`config.mk`:
```
export PLATFORM = sky130hd
export DESIGN_NAME = run_pattern_gen
export DESIGN_NICKNAME = d
export VERILOG_FILES = /design/src/rtl/run_gen_pkg.sv /design/src/rtl/run_predictor.sv /design/src/rtl/run_pattern_gen.sv
export SDC_FILE = /design/constraint.sdc
export NUM_CORES = 1
export LEC_CHECK = 0
export BUFFER_PORTS_ARGS = -buffer_cell sky130_fd_sc_hd__clkbuf_2
export CORE_MARGIN = 3
export CORE_UTILIZATION = 40
export DETAILED_ROUTE_END_ITERATION = 10
export PLACE_DENSITY_LB_ADDON = 0.1
export SLEW_MARGIN = 20
export SYNTH_ARGS = -nofsm -noshare
export SYNTH_HDL_FRONTEND = slang
export SYNTH_SLANG_ARGS = --single-unit
export TNS_END_PERCENT = 10
```
`constraint.sdc`:
```
create_clock -name clock -period 3.22 [get_ports clock]
set_input_delay 0.161 -clock clock [delete_from_list [all_inputs] [get_ports clock]]
set_output_delay 0.161 -clock clock [all_outputs]
set_load 0.005 [all_outputs]
```
`src/rtl/run_gen_pkg.sv`:
```
// Shared types, constants and helpers for the run-of-four test-pattern generator.
package run_gen_pkg;

  typedef enum logic [1:0] {
    IDLE  = 2'd0,
    SHIFT = 2'd1,
    DONE  = 2'd2
  } gen_state_t;

  localparam int RUN_LEN   = 4;
  localparam int RUN_CNT_W = $clog2(RUN_LEN + 1);

  // True when every bit of the history window holds the same value.
  function automatic logic run_uniform(input logic [RUN_LEN-1:0] hist);
    return (&hist) | ~(|hist);
  endfunction

endpackage

```
`src/rtl/run_predictor.sv`:
```
// Predicts the run-of-four detector's Moore z output from the bits already sent:
// a RUN_LEN-bit history, a saturating bit count and a registered prediction.
module run_predictor
  import run_gen_pkg::*;
(
  input  logic clock,
  input  logic reset,
  input  logic enable,
  input  logic clear,
  input  logic bit_in,
  input  logic bit_valid,
  output logic expect_z
);

  logic [RUN_LEN-1:0]   hist_r;
  logic [RUN_LEN-1:0]   hist_s;
  logic [RUN_CNT_W-1:0] cnt_r;
  logic [RUN_CNT_W-1:0] cnt_s;
  logic                 expect_r;
  logic                 expect_s;

  // Next history/count; the prediction looks at the updated window so it lands one cycle after the bit.
  always_comb begin
    hist_s = hist_r;
    cnt_s  = cnt_r;
    if (clear) begin
      hist_s = {RUN_LEN{1'b0}};
      cnt_s  = {RUN_CNT_W{1'b0}};
    end else if (bit_valid) begin
      hist_s = {hist_r[RUN_LEN-2:0], bit_in};
      if (cnt_r == RUN_CNT_W'(RUN_LEN)) begin
        cnt_s = cnt_r;
      end else begin
        cnt_s = cnt_r + RUN_CNT_W'(1'b1);
      end
    end else begin
      hist_s = hist_r;
      cnt_s  = cnt_r;
    end
    expect_s = (cnt_s == RUN_CNT_W'(RUN_LEN)) && run_uniform(hist_s);
  end

  // Predictor state; enable low freezes everything.
  always_ff @(posedge clock) begin
    if (reset) begin
      hist_r   <= {RUN_LEN{1'b0}};
      cnt_r    <= {RUN_CNT_W{1'b0}};
      expect_r <= 1'b0;
    end else if (enable) begin
      hist_r   <= hist_s;
      cnt_r    <= cnt_s;
      expect_r <= expect_s;
    end
  end

  assign expect_z = expect_r;

endmodule

```
`src/rtl/run_pattern_gen.sv`:
```
// Serial LSB-first pattern transmitter with repeat count, start/busy/done handshake
// and a cycle-aligned prediction of the run-of-four detector output.
module run_pattern_gen
  import run_gen_pkg::*;
#(
  parameter int WIDTH    = 16,
  parameter int REPEAT_W = 4,
  parameter int LEN_W    = $clog2(WIDTH + 1)
) (
  input  logic                clock,
  input  logic                reset,
  input  logic                enable,
  input  logic                start,
  input  logic [WIDTH-1:0]    pattern,
  input  logic [LEN_W-1:0]    length,
  input  logic [REPEAT_W-1:0] repeat_n,
  output logic                w,
  output logic                w_valid,
  output logic                busy,
  output logic                done,
  output logic                expect_z
);

  localparam int IDX_W = (WIDTH > 1) ? $clog2(WIDTH) : 1;

  gen_state_t          state_r;
  gen_state_t          state_s;
  logic [IDX_W-1:0]    idx_r;
  logic [IDX_W-1:0]    idx_s;
  logic [REPEAT_W-1:0] rep_r;
  logic [REPEAT_W-1:0] rep_s;
  logic [WIDTH-1:0]    pat_r;
  logic [WIDTH-1:0]    pat_s;
  logic [LEN_W-1:0]    len_r;
  logic [LEN_W-1:0]    len_s;
  logic [LEN_W-1:0]    len_clamp_s;
  logic                last_bit_s;

  logic w_r;
  logic w_s;
  logic w_valid_r;
  logic w_valid_s;
  logic busy_r;
  logic busy_s;
  logic done_r;
  logic done_s;
  logic pred_clear_s;

  // Length clamp and end-of-pass detection.
  always_comb begin
    if (length > LEN_W'(WIDTH)) begin
      len_clamp_s = LEN_W'(WIDTH);
    end else begin
      len_clamp_s = length;
    end
    last_bit_s = (LEN_W'(idx_r) == (len_r - LEN_W'(1'b1)));
  end

  // State, counters and registered outputs.
  always_ff @(posedge clock) begin
    if (reset) begin
      state_r   <= IDLE;
      idx_r     <= {IDX_W{1'b0}};
      rep_r     <= {REPEAT_W{1'b0}};
      pat_r     <= {WIDTH{1'b0}};
      len_r     <= {LEN_W{1'b0}};
      w_r       <= 1'b0;
      w_valid_r <= 1'b0;
      busy_r    <= 1'b0;
      done_r    <= 1'b0;
    end else if (enable) begin
      state_r   <= state_s;
      idx_r     <= idx_s;
      rep_r     <= rep_s;
      pat_r     <= pat_s;
      len_r     <= len_s;
      w_r       <= w_s;
      w_valid_r <= w_valid_s;
      busy_r    <= busy_s;
      done_r    <= done_s;
    end
  end

  // Next-state and counter logic.
  always_comb begin
    state_s = state_r;
    idx_s   = idx_r;
    rep_s   = rep_r;
    pat_s   = pat_r;
    len_s   = len_r;
    case (state_r)
      IDLE: begin
        if (start) begin
          if (len_clamp_s != {LEN_W{1'b0}}) begin
            state_s = SHIFT;
            idx_s   = {IDX_W{1'b0}};
            rep_s   = repeat_n;
            pat_s   = pattern;
            len_s   = len_clamp_s;
          end else begin
            state_s = DONE;
          end
        end else begin
          state_s = IDLE;
        end
      end
      SHIFT: begin
        if (!last_bit_s) begin
          idx_s = idx_r + IDX_W'(1'b1);
        end else if (rep_r != {REPEAT_W{1'b0}}) begin
          rep_s = rep_r - REPEAT_W'(1'b1);
          idx_s = {IDX_W{1'b0}};
        end else begin
          state_s = DONE;
        end
      end
      DONE: begin
        state_s = IDLE;
      end
      default: begin
        state_s = IDLE;
      end
    endcase
  end

  // Outputs decoded from the next state so they register aligned with it.
  always_comb begin
    w_s       = 1'b0;
    w_valid_s = 1'b0;
    busy_s    = 1'b0;
    done_s    = 1'b0;
    case (state_s)
      SHIFT: begin
        w_s       = pat_s[idx_s];
        w_valid_s = 1'b1;
        busy_s    = 1'b1;
      end
      DONE: begin
        done_s = 1'b1;
      end
      IDLE: begin
        done_s = 1'b0;
      end
      default: begin
        done_s = 1'b0;
      end
    endcase
  end

  // Clearing outside SHIFT also zeroes the prediction for the IDLE cycle after DONE.
  assign pred_clear_s = (state_r != SHIFT);

  run_predictor u_pred (
    .clock    (clock),
    .reset    (reset),
    .enable   (enable),
    .clear    (pred_clear_s),
    .bit_in   (w_r),
    .bit_valid(w_valid_r),
    .expect_z (expect_z)
  );

  assign w       = w_r;
  assign w_valid = w_valid_r;
  assign busy    = busy_r;
  assign done    = done_r;

endmodule
```
Word-level counts from Yosys, hierarchy flattened
Index checks and enable logic that the tools add are counted.
- register bits after elaboration: 42
- latch bits: 0
- RAM bits: 0
- ROM bits: 0
- input bits: 29
- output and inout port bits: 5
- logic and storage cells: 68
- memories: 0
- add/subtract/negate cells: 4
- $mul: 0
- divide/modulo/power cells: 0
- order comparisons: 2
- equality and inequality tests: 11
- shift operators: 0
- muxes and demuxes: 29
- bitwise operators: 2
- reductions and logical operators: 9
- operators by type and width (cell ; count):
    2-to-1 mux 16 bit ; 3
    2-to-1 mux 4 bit ; 10
    one-hot mux 4 bit (2 select lines) ; 2
    2-to-1 mux 3 bit ; 3
    2-to-1 mux 2 bit ; 4
    inequality test 2 bit, second input constant ; 4
    AND reduction 4 bit ; 2
    equality test 3 bit, second input constant ; 2
    AND reduction 6 bit ; 1
    equality test 4 x 5 -> 1 bit ; 1
    greater-than comparator 5 bit, second input constant ; 1
    < comparator 4 x 5 -> 1 bit, second input constant ; 1
    2-to-1 mux 5 bit ; 1
    nonzero test 5 bit ; 1
    subtractor 5 x 1 -> 5 bit, second input constant ; 1
    adder 4 x 1 -> 4 bit, second input constant ; 1
    binary-select mux 1 bit (select 4 bit) ; 1
    equality test 2 x 1 -> 1 bit, second input constant ; 2
    2-to-1 mux 1 bit ; 4
    one-hot mux 2 bit (2 select lines) ; 1
    nonzero test 4 bit ; 1
    OR reduction 4 bit ; 1
    subtractor 4 x 1 -> 4 bit, second input constant ; 1
    adder 3 x 1 -> 3 bit, second input constant ; 1
    other kinds (7) ; 7

Depth between registers and ports, before layout
Gate-level depths: netlist (run 1).
- depth in word-level cells: 9
- depth in mapped cells: 12
- depth with buffers taken out: 11

By module
A second synthesis (run 1) with hierarchy kept.
- cells, all modules: 308
- area total of the unflattened synthesis: 2361.0 sq um
- modules (own cells, without submodules) (module ; instances ; cells each ; area an instance (sq um) ; sequential area each (sq um)):
    run_pattern_gen ; 1 ; 261 ; 1923.1 ; 680.7
    run_predictor ; 1 ; 47 ; 437.9 ; 160.2

Least setup slack after synthesis (run 1)
OpenSTA, ideal clock, no wires.
- path type: register to register
- from: register len_r[0]
- to: register w_r, in the netlist w
- library setup time: 0.092 ns
- arrival: 2.604 ns
- required time: 3.128 ns
- setup slack: 0.524 ns
- stages on the path, launching flop included: 13
- buffers on the path: 1
- cell sequence: dfxtp_1 inv_1 ha_1 xor2_1 o32ai_1 o2111a_1 buf_6 a21oi_1 o32ai_4 mux2i_1 a2111oi_2 nor4_1 o32ai_1
- word-level cells in the longest chain between the ends: 7
- ends and longest elaborated chain (element ; line ; source):
    start: declaration ; run_pattern_gen.sv:34 ; logic [LEN_W-1:0] len_r;
    start signal: assignment ; run_pattern_gen.sv:66 ; len_r <= {LEN_W{1'b0}};
    start signal: assignment ; run_pattern_gen.sv:76 ; len_r <= len_s;
    subtractor 5 x 1 -> 5 bit * ; run_pattern_gen.sv:56 ; last_bit_s = (LEN_W'(idx_r) == (len_r - LEN_W'(1'b1)));
    equality test 4 x 5 -> 1 bit * ; run_pattern_gen.sv:56 ;
    2-to-1 mux 4 bit ; run_pattern_gen.sv:108 ; if (!last_bit_s) begin
    one-hot mux 4 bit (2 select lines) ; run_pattern_gen.sv:91 ; case (state_r)
    binary-select mux 1 bit (select 4 bit) ; run_pattern_gen.sv:134 ; w_s = pat_s[idx_s];
    2-to-1 mux 1 bit (not written as such) ; run_pattern_gen.sv:134 ;
    2-to-1 mux 1 bit * ; run_pattern_gen.sv:132 ; case (state_s)
    end signal: assignment ; run_pattern_gen.sv:77 ; w_r <= w_s;
    end: declaration ; run_pattern_gen.sv:39 ; logic w_r;
Every way passes the cells marked *; elsewhere a longest branch is shown, timed or not. The select of a mux whose other input is x is not followed.
A chain may end at the register's enable or synchronous reset.

Worst setup path in the final report (run 1)
Same ends and word-level chain as after synthesis.

==> reports/metrics.csv, run 1 <==
stage,metric,value,unit
grt,largest net degree at the start of global routing,43,
die,row count,26,
cts,hold-fix buffers at CTS,0,
setup_path,CP Max Fanout,8,
yosys,#FFs+latches synth,42,
sta,Setup TNS,0,ps
placement,routability cong.,0.810,
routing,post-route DRC violation count,0,
placement,HPWL after detailed placement,3360,um
grt,Overflow after GRT,0,
grt,initial antenna violation count,0,
die,die area,6390,um2
cts,CTS sink count,42,
sta,worst-margin pin slew,891,ps
routing,final wirelength,4730,um
layout,Finished Layout Cells,372,
grt,global-route wire length before repair,8020,um
layout,post-layout util,47.9,%
min_path,min-delay src,pattern[3],
setup_path,CP Launch Type,flip-flop,
cts,Worst-Skew Late Latency,290,ps
routing,DRT Pass-1 Iters,4,
flow_run,Max Cap Violations,0,
grt,Overall Global Routing Usage,15.6,%
cts,CTS root buf,clkbuf_8,
setup_path,critical path capture point type,flip-flop,
setup_path,worst-path cell chain,"inv_1, ha_1, xor2_1, o32ai_1, o2111a_1, buf_4, o32ai_2, mux2i_1, nor3b_1, nor4_1, o32ai_1",
routing,via/cell ratio,5.23,
power,switch share,25.4,%
setup_path,crit path from,len_r[0]$_SDFFE_PP0P_,
setup_path,critical path endpoint,w$_SDFFE_PP0P_,
min_path,hold crit path type,in2reg,
die,io pins,34,
status,status,finished clean,
die,starting density of the core,42.0,%
setup_path,Crit-path slowest cell,o32ai_2,
routing,routed len/inst,12.7,um
sta,Max-slew headroom,40.6,%
setup_path,Worst R2R End,w$_SDFFE_PP0P_,
power,Leak,0.951,nW
power,sequential share of power,49.7,%
cts,TritonCTS buffer count,5,
sta,post-route clock skew,5.36,ps
sta,fin crit period,2720,ps
cts,Worst-path clk slew,80,ps
cts,post-CTS sizing,0,
setup_path,critical path required time,3360,ps
layout,# fillers,544,
yosys,Yosys warning total,0,
setup_path,worst r2r src,len_r[0]$_SDFFE_PP0P_,
yosys,Synth Area per Inst,7.95,um2
sta,Final Setup Violations,0,
power,NetSw,0.286,mW
setup_path,"Top cell by count, worst path",o32ai_1,
die,die width,79.9,um
sta,RSZ-0062 raised after global routing,no,
cts,"Setup Fix Bufs, Post-CTS",0,
power,P per Cell Area,450,nW/um2
layout,Layout Area Growth over Synthesis,14.1,%
cts,H-Tree Depth,2,
setup_path,"Data arrival, critical path",2860,ps
yosys,Mapped Cells,275,
cts,Max clock buf depth,2,
setup_path,R2R Setup Slk,500,ps
routing,Antenna Nets Post-Route,0,
routing,Vias,1946,
yosys,Synth Net Count,309,
setup_path,"Largest stage delay, worst path",530,ps
cts,CTS tree,built,
yosys,post-synth cell types,44,
sta,max-slew violations,0,
power,VDD IR max,0.000175,V
sta,Final period util,84.4,%
sta,highest clock rate,0.368,GHz
power,clock power share,36.3,%
die,Core Region,5200,um2
yosys,sequential area share after synthesis,38.5,%
setup_path,R2R depth,11,
placement,I/O Buffers,33,
die,die height,79.9,um
grt,vias in the first global route,1750,
power,Comb pwr share,14.0,%
routing,initial DRC count,103,
yosys,Post-Synthesis Cell Area,2190,um2
sta,Hold WS,82.0,ps
layout,fraction of layout instances using a drive strength above 1,16.6,%
sta,Hold Fails Final Rpt,0,
placement,Post-Place Cells,364,
setup_path,critical path class,reg2reg,
layout,# nets final,335,
layout,antenna fix cells,0,
power,Internal Power,0.838,mW
==> cell usage after synthesis (all sizes together) <==
library cell  number  area share (%)
nand2b             2            0.57
o2111a             1            0.52
a31oi              2            0.57
a2111oi            1            0.69
xnor2              2            0.80
o31ai              1            0.34
nor2              27             4.6
a211oi             7             2.4
o21ai              6             1.5
a32o               1            0.46
nor2b              1            0.29
clkbuf            15             2.6
xor2               4             1.6
mux2i             13             6.0
nand3b             5             1.7
and4b              1            0.46
and3               1            0.29
nor3               9             2.1
or3b               1            0.40
dfxtp             42              38
nand3              2            0.46
a21oi             36             8.2
nor4               1            0.29
o21a               2            0.69
nand2             52             8.9
a22oi              5             1.7
inv                9             1.5
or4                2            0.69
nor3b              2            0.69
a31o               1            0.40
ha                 5             2.9
o32ai              6             3.6
nand4b             2            0.80
nor4b              1            0.40
or2                1            0.29
or3                1            0.29
buf                3             1.0
a21o               2            0.69
==> area by class of cell <==
| type | count | area (um2) | share of cell area, % |
|---|---|---|---|
| tap | 70 | 87.6 | 3.51 |
| sequential | 42 | 841 | 33.7 |
| inverter | 9 | 33.8 | 1.35 |
| clock inverter | 1 | 30.0 | 1.20 |
| timing repair buffer | 37 | 195 | 7.82 |
| clock buffer | 7 | 76.3 | 3.06 |
| multi-input combinational | 206 | 1230 | 49.3 |
==> kinds of logic after synthesis <==
family                   share of synthesized area (%)
buffers and inverters                             5.21
flip-flops                                        38.5
multiplexers                                      5.95
adder cells (fa/ha/maj)                           2.86
AO/OA/AOI/OAI                                     21.9
XOR/XNOR                                          2.40
AND/OR/NAND/NOR                                   23.2
==> layer usage <==
layer | track usage [%] | part of all wire, % | up-vias | routed length [um]
met2 | 25.4 | 46 | 41 | 2160
li1 | - | - | 1017 | -
met4 | 4.05 | 0.89 | 0 | 42
met1 | 20.4 | 48 | 884 | 2280
met5 | 0 | 0 | - | 0
met3 | 3.84 | 5.3 | 4 | 249
==> how the worst min path moves through the flow <==
| stage | endpoint | depth (start not counted) |
|---|---|---|
| 3_3_place_gp | pat_r[7]$_SDFFE_PP0P_ | 3 |
| 5_1_grt | pat_r[3]$_SDFFE_PP0P_ | 3 |
| 3_5_place_dp | pat_r[11]$_SDFFE_PP0P_ | 3 |
| 6_report | pat_r[3]$_SDFFE_PP0P_ | 3 |
| 4_1_cts | pat_r[11]$_SDFFE_PP0P_ | 3 |
| 2_1_floorplan | pat_r[0]$_SDFFE_PP0P_ | 2 |
==> power groups by stage <==
stage | Combinational (mW) | Sequential, mW | Clock [mW]
floorplan | 0.118 | 0.563 | 0
global placement | 0.157 | 0.571 | 0
detailed placement | 0.159 | 0.571 | 0
CTS | 0.160 | 0.559 | 0.425
global route | 0.177 | 0.563 | 0.446
finish | 0.158 | 0.559 | 0.408
==> registers in the layout, indices dropped and copies added (netlist names) <==
signal           flops
pat_r               16
u_pred.expect_z      1
state_r              2
u_pred.cnt_r         3
rep_r                4
done                 1
w                    1
idx_r                4
len_r                5
u_pred.hist_r        4
busy                 1
==> placed cells by master, fill, tap and decap left out, drive strengths merged, types with 4 or more instances in the layout <==
cell type  instances
dfxtp             42
nand3b             5
a211oi             7
a22oi              5
ha                 5
buf                4
mux2i             13
nor3               9
nor2              27
inv                9
a21oi             36
clkbuf            40
nand2             52
o21ai              6
o32ai              6
xor2               4
==> stage by stage <==
stage	cell area, um2	worst slack (ps)	power (mW)
2_1_floorplan	2190	524	0.681
3_3_place_gp	2390	585	0.729
3_5_place_dp	2390	486	0.730
4_1_cts	2490	474	1.14
5_1_grt	2490	272	1.18
6_report	2490	502	1.12
==> worst max-delay path, delay by kind of cell, from the launching register on <==
kind,cells,cell delay (ps)
compound gates,4,990
xor+xnor,1,140
fa+ha+maj,1,240
buf+inv,2,230
flops,1,380
mux,1,260
simple gates,2,320
(Power assumes the default switching activity.)
==> run 2, diff against run 1 <==
clock period = 2.44 ns   (was 3.22 ns; I/O delays follow)
==> reports/metrics.csv, run 2 (synthesized netlist as in run 1, its figures left out) <==
stage,metric,value,unit,change
status,status,"complete, but fails checks",,
status,failing checks,setup timing,,
layout,antenna fix cells,0,,unchanged
die,row count,26,,unchanged
grt,Overall Global Routing Usage,17.6,%,+2.0 points
cts,CTS sink count,42,,unchanged
flow_run,Max Cap Violations,0,,unchanged
routing,Vias,1988,,+2.2%
routing,initial DRC count,59,,-43%
cts,Worst-path clk slew,80,ps,about the same
grt,largest net degree at the start of global routing,27,,-37%
cts,H-Tree Depth,2,,unchanged
grt,Overflow after GRT,0,,unchanged
cts,CTS root buf,clkbuf_8,,
min_path,hold crit path type,in2reg,,
setup_path,"Data arrival, critical path",2650,ps,-210 ps
routing,routed len/inst,12.6,um,-0.85%
sta,post-route clock skew,6.50,ps,+1.13 ps
sta,final worst slack,-5.15,ps,-508 ps
setup_path,"Largest stage delay, worst path",330,ps,-200 ps
placement,Post-Place Cells,380,,+4.4%
grt,vias in the first global route,1924,,+9.9%
routing,final wirelength,4900,um,+3.7%
sta,highest clock rate,0.409,GHz,+11%
setup_path,Crit-path slowest cell,dfxtp_2,,
routing,met2 WL post-DR,2260,um,+4.7%
layout,"commonest non-fill, non-tap cells in the layout","nand2_1 (52), dfxtp_1 (40), a21oi_1 (35)",,
sta,Max-slew headroom,63.1,%,+23 points
die,die width,79.9,um,unchanged
routing,Met1 Routed Length,2440,um,+6.9%
die,Core Region,5200,um2,unchanged
setup_path,critical path class,reg2reg,,
die,io pins,34,,unchanged
cts,CTS tree,built,,
sta,worst-margin pin slew,548,ps,-343 ps
placement,HPWL after detailed placement,3590,um,+6.7%
cts,TritonCTS buffer count,5,,unchanged
layout,Layout Area Growth over Synthesis,22.8,%,
layout,Largest Register,pat_r,,
routing,post-route DRC violation count,0,,unchanged
cts,Max clock buf depth,2,,unchanged
routing,via/cell ratio,5.11,,-2.3%
sta,fin crit period,2450,ps,-272 ps
layout,Top Registers,"pat_r (16), len_r (5)",,
sta,Final period util,100,%,+16 points
grt,global-route wire length before repair,8930,um,+11%
sta,Hold Fails Final Rpt,0,,unchanged
layout,flip-flop count of the largest register after layout,16,,unchanged
placement,routability cong.,0.860,,+6.2%
layout,# fillers,543,,-0.18%
setup_path,"Top cell by count, worst path",buf_6,,
setup_path,critical path capture point type,flip-flop,,
cts,Worst-Skew Late Latency,290,ps,about the same
routing,DRT Pass-1 Iters,4,,unchanged
sta,max-slew violations,0,,unchanged
routing,Top Layer Used,met4,,
placement,I/O Buffers,33,,unchanged
die,starting density of the core,42.0,%,unchanged
die,die height,79.9,um,unchanged
die,die area,6390,um2,unchanged
setup_path,worst-path cell chain,"inv_2, ha_4, xor2_2, o32ai_2, o2111a_2, buf_6, o32ai_4, buf_6, buf_6, mux2i_1, mux2i_1, o21ai_1, o32ai_1",,
power,Leak,1.05,nW,+10%
layout,fraction of layout instances using a drive strength above 1,25.1,%,+8.5 points
sta,RSZ-0062 raised after global routing,yes,,
power,VDD IR max,0.000327,V,+87%
routing,Antenna Nets Post-Route,0,,unchanged
grt,initial antenna violation count,0,,unchanged
layout,post-layout util,51.6,%,+3.7 points
power,P per Cell Area,532,nW/um2,+18%
layout,Finished Layout Cells,389,,+4.6%
setup_path,CP Max Fanout,4,,-4
setup_path,R2R Setup Slk,-5,ps,-510 ps
setup_path,CP Launch Type,flip-flop,,
sta,Final Setup Violations,1,,+1
routing,DR WL met3,148,um,-41%
layout,"most common cell after layout, fill and taps aside",nand2_1,,
layout,# nets final,354,,+5.7%
setup_path,critical path required time,2640,ps,-720 ps
-- run 2: changes by cell type in the layout (fill, tap and decap cells not counted), moves of 2 or more --
cell	delta
o21ai_0	-2
clkbuf_1	-2
buf_6	+3
buf_4	+16
inv_1	-2
inv_2	+2
dfxtp_2	+2
o21ai_1	+2
dfxtp_1	-2
-- run 2: what timing repair did --
action                                  CTS  global route
endpoints found under the setup margin    1             5
pin swaps                                 6             6
setup buffers                             2             1
hold buffers                              0             0
resized for setup                        10             6
-- run 2: final cells by class --
type / count / area [um2] / area share [%]
timing repair buffer: 56 / 349 / 13.0
inverter: 9 / 33.8 / 1.26
sequential: 42 / 843 / 31.4
multi-input combinational: 206 / 1290 / 48.0
tap: 70 / 87.6 / 3.26
clock buffer: 6 / 82.6 / 3.08
-- run 2: worst max-delay path, delay by kind of cell, from the launching register on --
family	cells	cell delay, ps
XOR/XNOR	1	140
multiplexers	2	190
adder cells (fa/ha/maj)	1	150
flip-flops	1	330
AO/OA/AOI/OAI	5	1080
buffers and inverters	4	470
-- run 2: worst paths after layout --
| path | from | end | cells past startpoint |
|---|---|---|---|
| max | len_r[1]$_SDFFE_PP0P_ | w$_SDFFE_PP0P_ | 13 |
| max reg2reg | len_r[1]$_SDFFE_PP0P_ | w$_SDFFE_PP0P_ | 13 |
| min reg2reg | pat_r[8]$_SDFFE_PP0P_ | pat_r[8]$_SDFFE_PP0P_ | 2 |
| min | pattern[12] | pat_r[12]$_SDFFE_PP0P_ | 3 |
-- run 2: per-stage QoR --
step           TNS [ps]  power [mW]  area [um2]  hold WS, ps  worst slack [ps]
3_5_place_dp       -125       0.983        2520          351              -125
4_1_cts               0        1.44        2660         34.9              7.41
3_3_place_gp      -10.7       0.982        2520          344             -10.7
6_report          -5.15        1.43        2690         35.0             -5.15
2_1_floorplan         0       0.900        2190          258              4.60
5_1_grt            -179        1.51        2690         34.7              -179
-- run 2: where the power goes --
part | leakage (nW) | switching, mW | internal [mW] | total [mW]
clock network | 0.0431 | 0.227 | 0.218 | 0.446
logic | 0.663 | 0.129 | 0.117 | 0.246
registers | 0.343 | 0.0251 | 0.712 | 0.737
total | 1.05 | 0.382 | 1.05 | 1.43
-- run 2: routing by layer --
layer  vias up  track usage, %
met3         6            4.29
met2        24            27.5
met1       909            23.6
li1       1049               -
met4         0            5.74
met5         -               0
==> run 3, diff against run 2 <==
ABC_AREA = 1   (was not set)
==> reports/metrics.csv, run 3 <==
stage,metric,value,unit,change
sta,Hold Fails Final Rpt,0,,unchanged
sta,final worst slack,261,ps,+267 ps
power,VDD IR max,0.000269,V,-18%
status,status,finished clean,,
cts,"Setup Fix Bufs, Post-CTS",0,,-2
sta,worst-margin pin slew,734,ps,+186 ps
yosys,post-synth cell types,35,,-20%
layout,flip-flop count of the largest register after layout,16,,unchanged
setup_path,R2R Setup Slk,260,ps,+270 ps
layout,antenna fix cells,0,,unchanged
yosys,sequential area share after synthesis,33.4,%,-5.0 points
routing,via/cell ratio,5.06,,-0.95%
yosys,Synth top cells by count,"nand2_1 (79), dfxtp_1 (42), inv_1 (42)",,
grt,global-route wire length before repair,10300,um,+15%
setup_path,worst-path cell chain,"inv_2, ha_1, inv_1, nand2_1, nand2_1, nor2_2, nand2_2, nor2_4, nand4_2, nand2_2, nand2_4, nand2_1, nand3_1, nand3_2, nand3_2, nand3_2, a21oi_2",,
yosys,#FFs+latches synth,42,,unchanged
routing,Vias,2440,,+23%
power,Internal Power,1.09,mW,+4.6%
routing,initial DRC count,109,,+85%
setup_path,CP Max Fanout,9,,+5
yosys,Post-Synthesis Cell Area,2510,um2,+15%
power,clock power share,29.4,%,-1.8 points
sta,highest clock rate,0.459,GHz,+12%
setup_path,Crit-path slowest cell,dfxtp_1,,
placement,Area after DPL,2750,um2,+9.3%
die,starting density of the core,42.0,%,about the same
yosys,Yosys warning total,0,,unchanged
placement,DP Worst Slack,292,ps,+417 ps
grt,Overall Global Routing Usage,17.4,%,-0.16 points
power,Comb pwr share,22.7,%,+5.5 points
power,Leak,1.28,nW,+22%
layout,Top Registers,"pat_r (16), len_r (5)",,
cts,hold-fix buffers at CTS,0,,unchanged
die,die height,85.3,um,+6.7%
yosys,ys async rst share,0,%,unchanged
setup_path,R2R depth,17,,+4
yosys,Synth Net Count,410,,+33%
sta,Final period util,89.3,%,-11 points
cts,CTS root buf,clkbuf_8,,
yosys,"EDFF count, synth",0,,unchanged
die,io pins,34,,unchanged
setup_path,critical path capture point type,flip-flop,,
yosys,Synth Flop Type,dfxtp_1,,
placement,routability cong.,0.839,,-2.5%
setup_path,critical path class,reg2reg,,
grt,largest net degree at the start of global routing,31,,+15%
routing,routed len/inst,12.2,um,-2.8%
layout,"most common cell after layout, fill and taps aside",nand2_1,,
cts,CTS sink count,42,,unchanged
die,Core Region,5990,um2,+15%
min_path,hold crit path type,in2reg,,
min_path,Hold Crit Depth,3,,unchanged
yosys,Synth Area per Inst,6.69,um2,-16%
layout,fraction of layout instances using a drive strength above 1,19.2,%,-5.9 points
grt,initial antenna violation count,0,,unchanged
routing,post-route DRC violation count,0,,unchanged
cts,TritonCTS buffer count,5,,unchanged
placement,I/O Buffers,33,,unchanged
layout,Layout Area Growth over Synthesis,13.0,%,
cts,Max clock buf depth,2,,unchanged
yosys,Synth top area share,33.4,%,-5.0 points
power,sequential share of power,47.8,%,-3.8 points
cts,H-Tree Depth,2,,unchanged
placement,HPWL after detailed placement,4400,um,+23%
setup_path,"Data arrival, critical path",2370,ps,-280 ps
grt,vias in the first global route,2281,,+19%
die,die width,85.3,um,+6.7%
sta,Final Setup Violations,0,,-1
cts,Worst-path clk slew,80,ps,about the same
setup_path,CP Launch Type,flip-flop,,
yosys,Mapped Cells,376,,+37%
layout,post-route cell area,2840,um2,+5.8%
sta,post-route clock skew,4.99,ps,-1.51 ps
grt,Overflow after GRT,0,,unchanged
layout,# nets final,440,,+24%
die,row count,28,,+7.7%
yosys,"count leader, synth",nand2_1,,
setup_path,critical path required time,2630,ps,about the same
power,switch share,31.2,%,+4.5 points
setup_path,crit path from,len_r[0]$_SDFFE_PP0P_,,
die,die area,7270,um2,+14%
power,P per Cell Area,560,nW/um2,+5.3%
cts,CTS tree,built,,
sta,RSZ-0062 raised after global routing,no,,
flow_run,Max Cap Violations,0,,unchanged
cts,post-CTS sizing,0,,-10
sta,fin crit period,2180,ps,-267 ps
sta,Max-slew headroom,50.9,%,-12 points
yosys,leading area contributor after synthesis,dfxtp_1,,
sta,max-slew violations,0,,unchanged
setup_path,worst r2r src,len_r[0]$_SDFFE_PP0P_,,
cts,Worst-Skew Late Latency,300,ps,about the same
layout,Largest Register,pat_r,,
setup_path,Worst R2R End,w$_SDFFE_PP0P_,,
yosys,top post-synthesis cells by area,"dfxtp_1 (33%), nand2_1 (12%), o21ai_0 (7.2%)",,
layout,"commonest non-fill, non-tap cells in the layout","nand2_1 (79), inv_1 (42), dfxtp_1 (42)",,
routing,Antenna Nets Post-Route,0,,unchanged
power,NetSw,0.497,mW,+30%
routing,DRT Pass-1 Iters,4,,unchanged
sta,Setup TNS,0,ps,+5.15 ps
routing,final wirelength,5900,um,+20%
setup_path,critical path endpoint,w$_SDFFE_PP0P_,,
setup_path,"Largest stage delay, worst path",390,ps,+60 ps
==> run 3: power groups by stage <==
stage / sequential (mW) / clock (mW) / combinational, mW
detailed placement: 0.777 / 0 / 0.364
CTS: 0.761 / 0.484 / 0.366
floorplan: 0.766 / 0 / 0.276
global placement: 0.776 / 0 / 0.363
finish: 0.761 / 0.469 / 0.362
global route: 0.767 / 0.513 / 0.419
==> run 3: layer usage <==
metal | vias to the layer above | share of wire, % | global-route usage, %
li1 | 1296 | - | -
met1 | 1108 | 49 | 23.5
met2 | 28 | 46 | 27.9
met3 | 8 | 3.2 | 3.40
met4 | 0 | 1.5 | 5.61
met5 | - | 0 | 0
==> run 3: final cells by class <==
class | instances | area (um2)
clock buffer | 7 | 86.3
clock inverter | 1 | 5.00
fill | 636 | 3150
inverter | 49 | 184
multi-input combinational | 268 | 1410
sequential | 42 | 841
tap | 75 | 93.8
timing repair buffer | 40 | 218
==> run 3: how the worst min path moves through the flow <==
stage,startpoint,end,slack (ps)
after floorplan,pattern[0],pat_r[0]$_SDFFE_PP0P_,260
after global placement,pattern[15],pat_r[15]$_SDFFE_PP0P_,370
after detailed placement,pattern[14],pat_r[14]$_SDFFE_PP0P_,370
after CTS,pattern[1],pat_r[1]$_SDFFE_PP0P_,40
after global routing,pattern[1],pat_r[1]$_SDFFE_PP0P_,60
final,pattern[1],pat_r[1]$_SDFFE_PP0P_,50
==> run 3: worst max-delay path, delay by kind of cell, from the launching register on <==
family	cells	cell delay (ps)
AOI/OAI and AO/OA	1	50
DFF	1	390
buffers and inverters	2	110
adders and majority gates	1	290
and+or+nand+nor	13	1240
==> run 3: cells by family (layout without fill, tap and decap cells) <==
| kind of cell | Yosys count | in the layout | synth area share (%) |
|---|---|---|---|
| AND/OR/NAND/NOR | 168 | 168 | 31.1 |
| AO/OA/AOI/OAI | 85 | 85 | 18.5 |
| buffers and inverters | 66 | 97 | 10.3 |
| flip-flops | 42 | 42 | 33.4 |
| multiplexers | 7 | 7 | 3.13 |
| adder cells (fa/ha/maj) | 5 | 5 | 2.49 |
| XOR/XNOR | 3 | 3 | 1.04 |
==> run 3: stage by stage <==
stage                     util, %  power, mW  hold WS, ps  instances
after floorplan                 -       1.04          257        376
after global placement       45.9       1.14          365        474
after detailed placement     45.9       1.14          366        474
after CTS                    47.4       1.61         44.6        482
after global routing         47.4       1.70         61.6        482
final                        47.4       1.59         49.3        482
